==> config.mk <==
export PLATFORM = sky130hd
export DESIGN_NAME = csa_multi_adder
export DESIGN_NICKNAME = d
export VERILOG_FILES = /design/src/rtl/csa_multi_adder.sv
export SDC_FILE = /design/constraint.sdc
export NUM_CORES = 1
export LEC_CHECK = 0
export ABC_AREA = 1
export CORE_UTILIZATION = 40
export CTS_BUF_LIST = sky130_fd_sc_hd__clkbuf_4 sky130_fd_sc_hd__clkbuf_8
export DETAILED_ROUTE_END_ITERATION = 6
export PLACE_DENSITY = 0.62
export REMOVE_ABC_BUFFERS = 1
export SYNTH_ARGS = -nofsm -noshare
export SYNTH_HDL_FRONTEND = slang
export SYNTH_SLANG_ARGS = --single-unit
export TNS_END_PERCENT = 30
==> constraint.sdc <==
create_clock -name clk -period 27.4 [get_ports clk]
set_input_delay 5.48 -clock clk [delete_from_list [all_inputs] [get_ports clk]]
set_output_delay 5.48 -clock clk [all_outputs]
set_load 0.01 [all_outputs]
==> src/rtl/csa_multi_adder.sv <==
// csa_multi_adder: pipelined multi-operand adder. Operands are extended to the
// full result width, reduced through registered levels of 3:2 carry-save
// compressors down to a sum/carry pair, then resolved by a registered
// carry-propagate adder. A single global enable gives valid/ready flow control.
module csa_multi_adder #(
    parameter int WIDTH   = 32,
    parameter int NUM_OPS = 4,
    parameter bit SIGNED  = 1'b0,
    localparam int RW     = WIDTH + $clog2(NUM_OPS)
) (
    input  logic                     clk,
    input  logic                     rst,
    input  logic                     in_valid,
    output logic                     in_ready,
    input  logic [NUM_OPS*WIDTH-1:0] ops,
    output logic                     out_valid,
    input  logic                     out_ready,
    output logic [RW-1:0]            result,
    output logic [RW-1:0]            cs_s,
    output logic [RW-1:0]            cs_c
);

    // Number of vectors entering reduction level lvl (level 0 sees the operands).
    function automatic int ops_at(input int lvl);
        int n;
        n = NUM_OPS;
        for (int i = 0; i < lvl; i++) n = n - n / 3;
        return n;
    endfunction

    // Levels needed until only a sum/carry pair is left.
    function automatic int count_levels();
        int n;
        int l;
        n = NUM_OPS;
        l = 0;
        while (n > 2) begin
            n = n - n / 3;
            l = l + 1;
        end
        return l;
    endfunction

    localparam int L = count_levels();

    logic          en;
    logic [RW-1:0] ext [NUM_OPS];

    // The whole pipeline moves together; it only freezes when a finished
    // result is waiting on a stalled consumer, so bubbles are never squeezed out.
    assign en       = !out_valid || out_ready;
    assign in_ready = en;

    // Extend every operand to RW bits: sign bit replicated in signed mode, zeros otherwise.
    always_comb begin
        for (int k = 0; k < NUM_OPS; k++) begin
            ext[k] = {{(RW - WIDTH){SIGNED & ops[k*WIDTH + WIDTH - 1]}}, ops[k*WIDTH +: WIDTH]};
        end
    end

    for (genvar j = 0; j < L; j++) begin : g_lvl
        localparam int N_IN  = ops_at(j);
        localparam int N_CSA = N_IN / 3;

        logic [RW-1:0] din [NUM_OPS];
        logic [RW-1:0] d   [NUM_OPS];
        logic [RW-1:0] q   [NUM_OPS];
        logic          vin;
        logic          v;

        if (j == 0) begin : g_first
            assign din = ext;
            assign vin = in_valid;
        end else begin : g_next
            assign din = g_lvl[j-1].q;
            assign vin = g_lvl[j-1].v;
        end

        // Compress each group of three into sum + shifted carry; leftovers pass through.
        // Compressor outputs occupy the low slots, so the last level yields s in [0], c in [1].
        always_comb begin
            // NOTE: every slot gets a default before the selective writes, so no latch is inferred.
            for (int k = 0; k < NUM_OPS; k++) d[k] = '0;
            for (int i = 0; i < N_CSA; i++) begin
                d[2*i]   = din[3*i] ^ din[3*i+1] ^ din[3*i+2];
                d[2*i+1] = ((din[3*i] & din[3*i+1]) |
                            (din[3*i] & din[3*i+2]) |
                            (din[3*i+1] & din[3*i+2])) << 1;
            end
            for (int k = 3 * N_CSA; k < N_IN; k++) d[k - N_CSA] = din[k];
        end

        // Level register: data and valid advance together under the global enable.
        always_ff @(posedge clk or posedge rst) begin
            if (rst) begin
                v <= 1'b0;
                // NOTE: data registers are cleared too, so a reset pipeline holds no stale partial sums.
                for (int k = 0; k < NUM_OPS; k++) q[k] <= '0;
            end else if (en) begin
                // NOTE: state uses non-blocking assignment so every level samples the pre-edge value of the one before.
                v <= vin;
                for (int k = 0; k < NUM_OPS; k++) q[k] <= d[k];
            end
        end
    end

    // Final stage: resolve the last sum/carry pair and register it alongside the redundant form.
    always_ff @(posedge clk or posedge rst) begin
        if (rst) begin
            out_valid <= 1'b0;
            result    <= '0;
            cs_s      <= '0;
            cs_c      <= '0;
        end else if (en) begin
            out_valid <= g_lvl[L-1].v;
            cs_s      <= g_lvl[L-1].q[0];
            cs_c      <= g_lvl[L-1].q[1];
            result    <= g_lvl[L-1].q[0] + g_lvl[L-1].q[1];
        end
    end

endmodule

; Word-level counts from Yosys, hierarchy flattened
; Index checks and enable logic that the tools add are counted.
[op_classes]
reduce_logical = 2
multipliers = 0
shift = 0
n_div = 0
bitwise_logic = 14
addsub = 1
eq_ne = 0
muxes = 0
magnitude_cmp = 0
[op_table]
columns = operator, count
row1 = $and 32x32->32, 4
row2 = $or 33x33->33, 2
row3 = $or 32x32->32, 2
row4 = $xor 32x32->32, 2
row5 = $add 34x34->34, 1
row6 = $xor 34x32->34, 1
row7 = $and 32x33->33, 1
row8 = $and 33x32->33, 1
row9 = $xor 32x33->33, 1
row10 = $logic_not 1->1, 1
row11 = $logic_or 1x1->1, 1
[totals]
latchBits = 0
mem_bits_rw = 0
out_inout_bits = 104
mem_count = 0
word_cells = 28
reg_bits = 267
romBits = 0

; Longest topological paths before layout
[depth]
ltp_word = 3
ltp_mapped = 14
mapped_depth_nobuf = 14

; Worst setup path after synthesis
; No wires, ideal clock.
[synth_path]
path_kind = input-to-output
startpoint = input port out_ready
endpoint = output port in_ready
stages = 4
t_required_ns = 21.920
slack_ns = 15.823
t_arrival_ns = 6.097
cell_sequence = nor2_2 > inv_2 > buf_2 > clkbuf_1
[synth_via]
elab_chain_len = 1
[synth_lines]
columns = item, line
row1 = "start, declared", 17  ; input logic out_ready,
row2 = $logic_or 1x1->1, 51  ; assign en = !out_valid || out_ready;
row3 = "end, declared", 14  ; output logic in_ready,
; No other way between the ends.

; Worst setup path in the final report
; Same ends and word-level chain as after synthesis.

==> impl_metrics.ini <==
[global_routing]
grt_max_degree = 275
grt_usage_pct = 19.01
grt_overflow = 0
grt_pass1_vias = 10680
antenna_found_initial = 0
grt_first_pass_wirelength_mm = 52.92

[timing]
relSlewSlack_pct = 3.622
slew_violations = 0
tightest_slew_ns = 1.446
fin_crit_ns = 12.85
final.setup.tns_ns = 0
hold_violations = 0
timing.fmax_mhz = 77.81
rsz0062_at_grt = no
fin_skew_ns = 0.01452
finalSetupViolCount = 0
period_share_pct = 46.91
whs_ns = 0.4670

[layout]
final_cell_mix = 773 x nand2_1, 262 x dfrtp_1, 232 x clkdlybuf4s50_1, 141 x inv_1, 84 x o21ai_0
nNetsFinal = 2068
register_area_um2 = 6556
area_growth_syn_to_layout_pct = 26.89
antennaDiodeCount = 0
layout_commonest_cell = nand2_1
fin_util_pct = 52.12
drive_gt1_share_pct = 7.215
finish.instance_area_um2 = 17130
multi_input_area_um2 = 6068
n_fill_cell = 3144

[floorplanning]
die_area_um2 = 34490
dieWidth_um = 185.7
row_count = 66
ioPinCount = 236
die_y_um = 185.7
core_um2 = 32870
initial_core_util_pct = 41.07

[setup_path]
r2r_start = out_valid
setup.worst_path.start_class = input pin
path_cells = clkdlybuf4s50_1, nor2_4, inv_8, clkdlybuf4s50_1
crit_required_ns = 21.92
worstPathMaxFanout = 157
crit_path_max_incr_delay_ns = 0.68
worstPathArrival_ns = 7.37
end_kind = output pin
path_common_cell = clkdlybuf4s50_1
path_class = input pin to output pin
crit_slowest_cell = clkdlybuf4s50_1
crit_start = out_ready
rrSetupSlack_ns = 25.08

[power]
p_per_area_nw_per_um2 = 116.7
ir_drop_uv = 58.25
netSwitchingPower_w = 0.0008256
clkPwrFrac_pct = 19.0
p_leak_nw = 8.635
p_int_w = 0.001174
swShare_pct = 41.29
combPwrFrac_pct = 48.0
seq_power_share_pct = 33.0

[yosys]
yosysWarnings = 0
avgSynthCellArea_um2 = 8.359
synth_simple_gate_area_share_pct = 26.51
synth_compound_area_share_pct = 4.866
syn_area_um2 = 13500
yosys.area_share.adder_pct = 12.55
synth_seq_cells = 262
seq_area_frac_synth_pct = 48.57
muxShareOfSynthArea_pct = 0
synth_top_family_by_area = simple AND/OR/NAND/NOR gates
synthXorXnorAreaFrac_pct = 0.9083
synthArstFlopShare_pct = 100.0
synth_cells = 1615
synth-edff-count = 0
synth_cell_type_count = 35
ys.flop_type = dfrtp_1

[routing]
routedWlPerCell_um = 13.62
first_pass_iters = 5
routed_via_density = 4.588
finalWirelength_mm = 31.51
drc = 0
vias = 10610
drt_iter0_drc = 683
final_antenna_net_count = 0

[cts]
clkTransAtPathRegs_ns = 0.06
cts_tree = done
cts.repair.resized = 0
clock_path_buffers = 3
cts-root-buf = clkbuf_8
h-tree-depth = 2
insertion_delay_ns = 0.55
cts_hold_buf = 0
numCtsBuffers = 46
clock-sinks = 262
post_cts_buffers = 0

[worst_hold_path]
hp-class = flip-flop to flip-flop
min_from = g_lvl[1].v

[placement]
placed_area_um2 = 16150
port_buffers = 232
gp_congestion = 0.8191
hpwl_mm = 21.71

[status]
outcome = completed

[flow_run]
max_cap_viol_count = 0
[worst max-delay path, delay by kind of cell]
| family | cells | cell delay [ns] |
|---|---|---|
| and+or+nand+nor | 1 | 0.08 |
| buffers and inverters | 3 | 1.72 |
[Yosys cell counts (4+ instances only)]
master	instances	share of area (%)
o21ai_0	84	3.1
xnor2_1	14	0.91
nand3_2	6	0.44
nor2_2	7	0.32
buf_2	25	0.93
inv_2	13	0.36
buf_4	5	0.28
o21ai_1	13	0.48
inv_1	142	3.9
nor2_1	41	1.1
dfrtp_1	262	49
a21oi_1	17	0.63
nand2_2	14	0.65
ha_1	33	3.1
nand3_1	41	1.5
nand2_1	773	21
clkbuf_1	27	0.75
nand4_1	4	0.19
fa_1	64	9.5
[power groups by stage]
stage,Combinational [W],Sequential (W),Clock [W]
after floorplan,0.000593,0.000674,0
after global placement,0.000954,0.000666,0
after detailed placement,0.000968,0.000666,0
after CTS,0.000974,0.000663,0.000392
after global routing,0.00110,0.000682,0.000409
final,0.000960,0.000660,0.000379
[cell type report]
class	instances	share of cell area (%)
Timing Repair Buffer	236	13.81
Tap cell	442	3.229
Inverter	157	3.528
Multi-Input combinational cell	1136	35.43
Clock buffer	74	5.398
Sequential cell	262	38.28
Clock inverter	6	0.3360
[flip-flops by register name, summed over array words and instances (netlist names)]
register   cells
out_valid      1
cs_c          32
result        34
g_lvl.q      161
g_lvl.v        2
cs_s          32
[cells by family after synthesis]
logic type / count (synthesis)
compound gates: 123
simple gates: 899
other cells: 1
xor+xnor: 14
buf+inv: 219
flops: 262
fa+ha+maj: 97
[through the flow]
stage	worst slack (ns)	total power [W]	cells
after CTS	14.53	0.002029	2313
after global placement	14.54	0.001620	2233
after floorplan	7.514	0.001267	1555
after global routing	14.44	0.002192	2313
after detailed placement	14.54	0.001634	2233
final	14.55	0.002000	2313
[worst paths after layout]
path	endpoint	depth (start not counted)
max in group asynchronous	g_lvl[0].q[133]	3
setup reg to reg	g_lvl[1].q[99]	5
hold reg to reg	out_valid	1
min in group asynchronous	g_lvl[0].q[45]	2
setup / recovery	in_ready	4
hold / removal	out_valid	1
[routing by layer]
layer  up-vias  part of all wire, %  GRT usage, %
met5         -                    0             0
met4         0                  2.0         5.246
met3        52                  5.1         3.287
met2       237                   45         29.45
met1      4955                   48         27.33
li1       5367                    -             -
(Power assumes the default switching activity.)
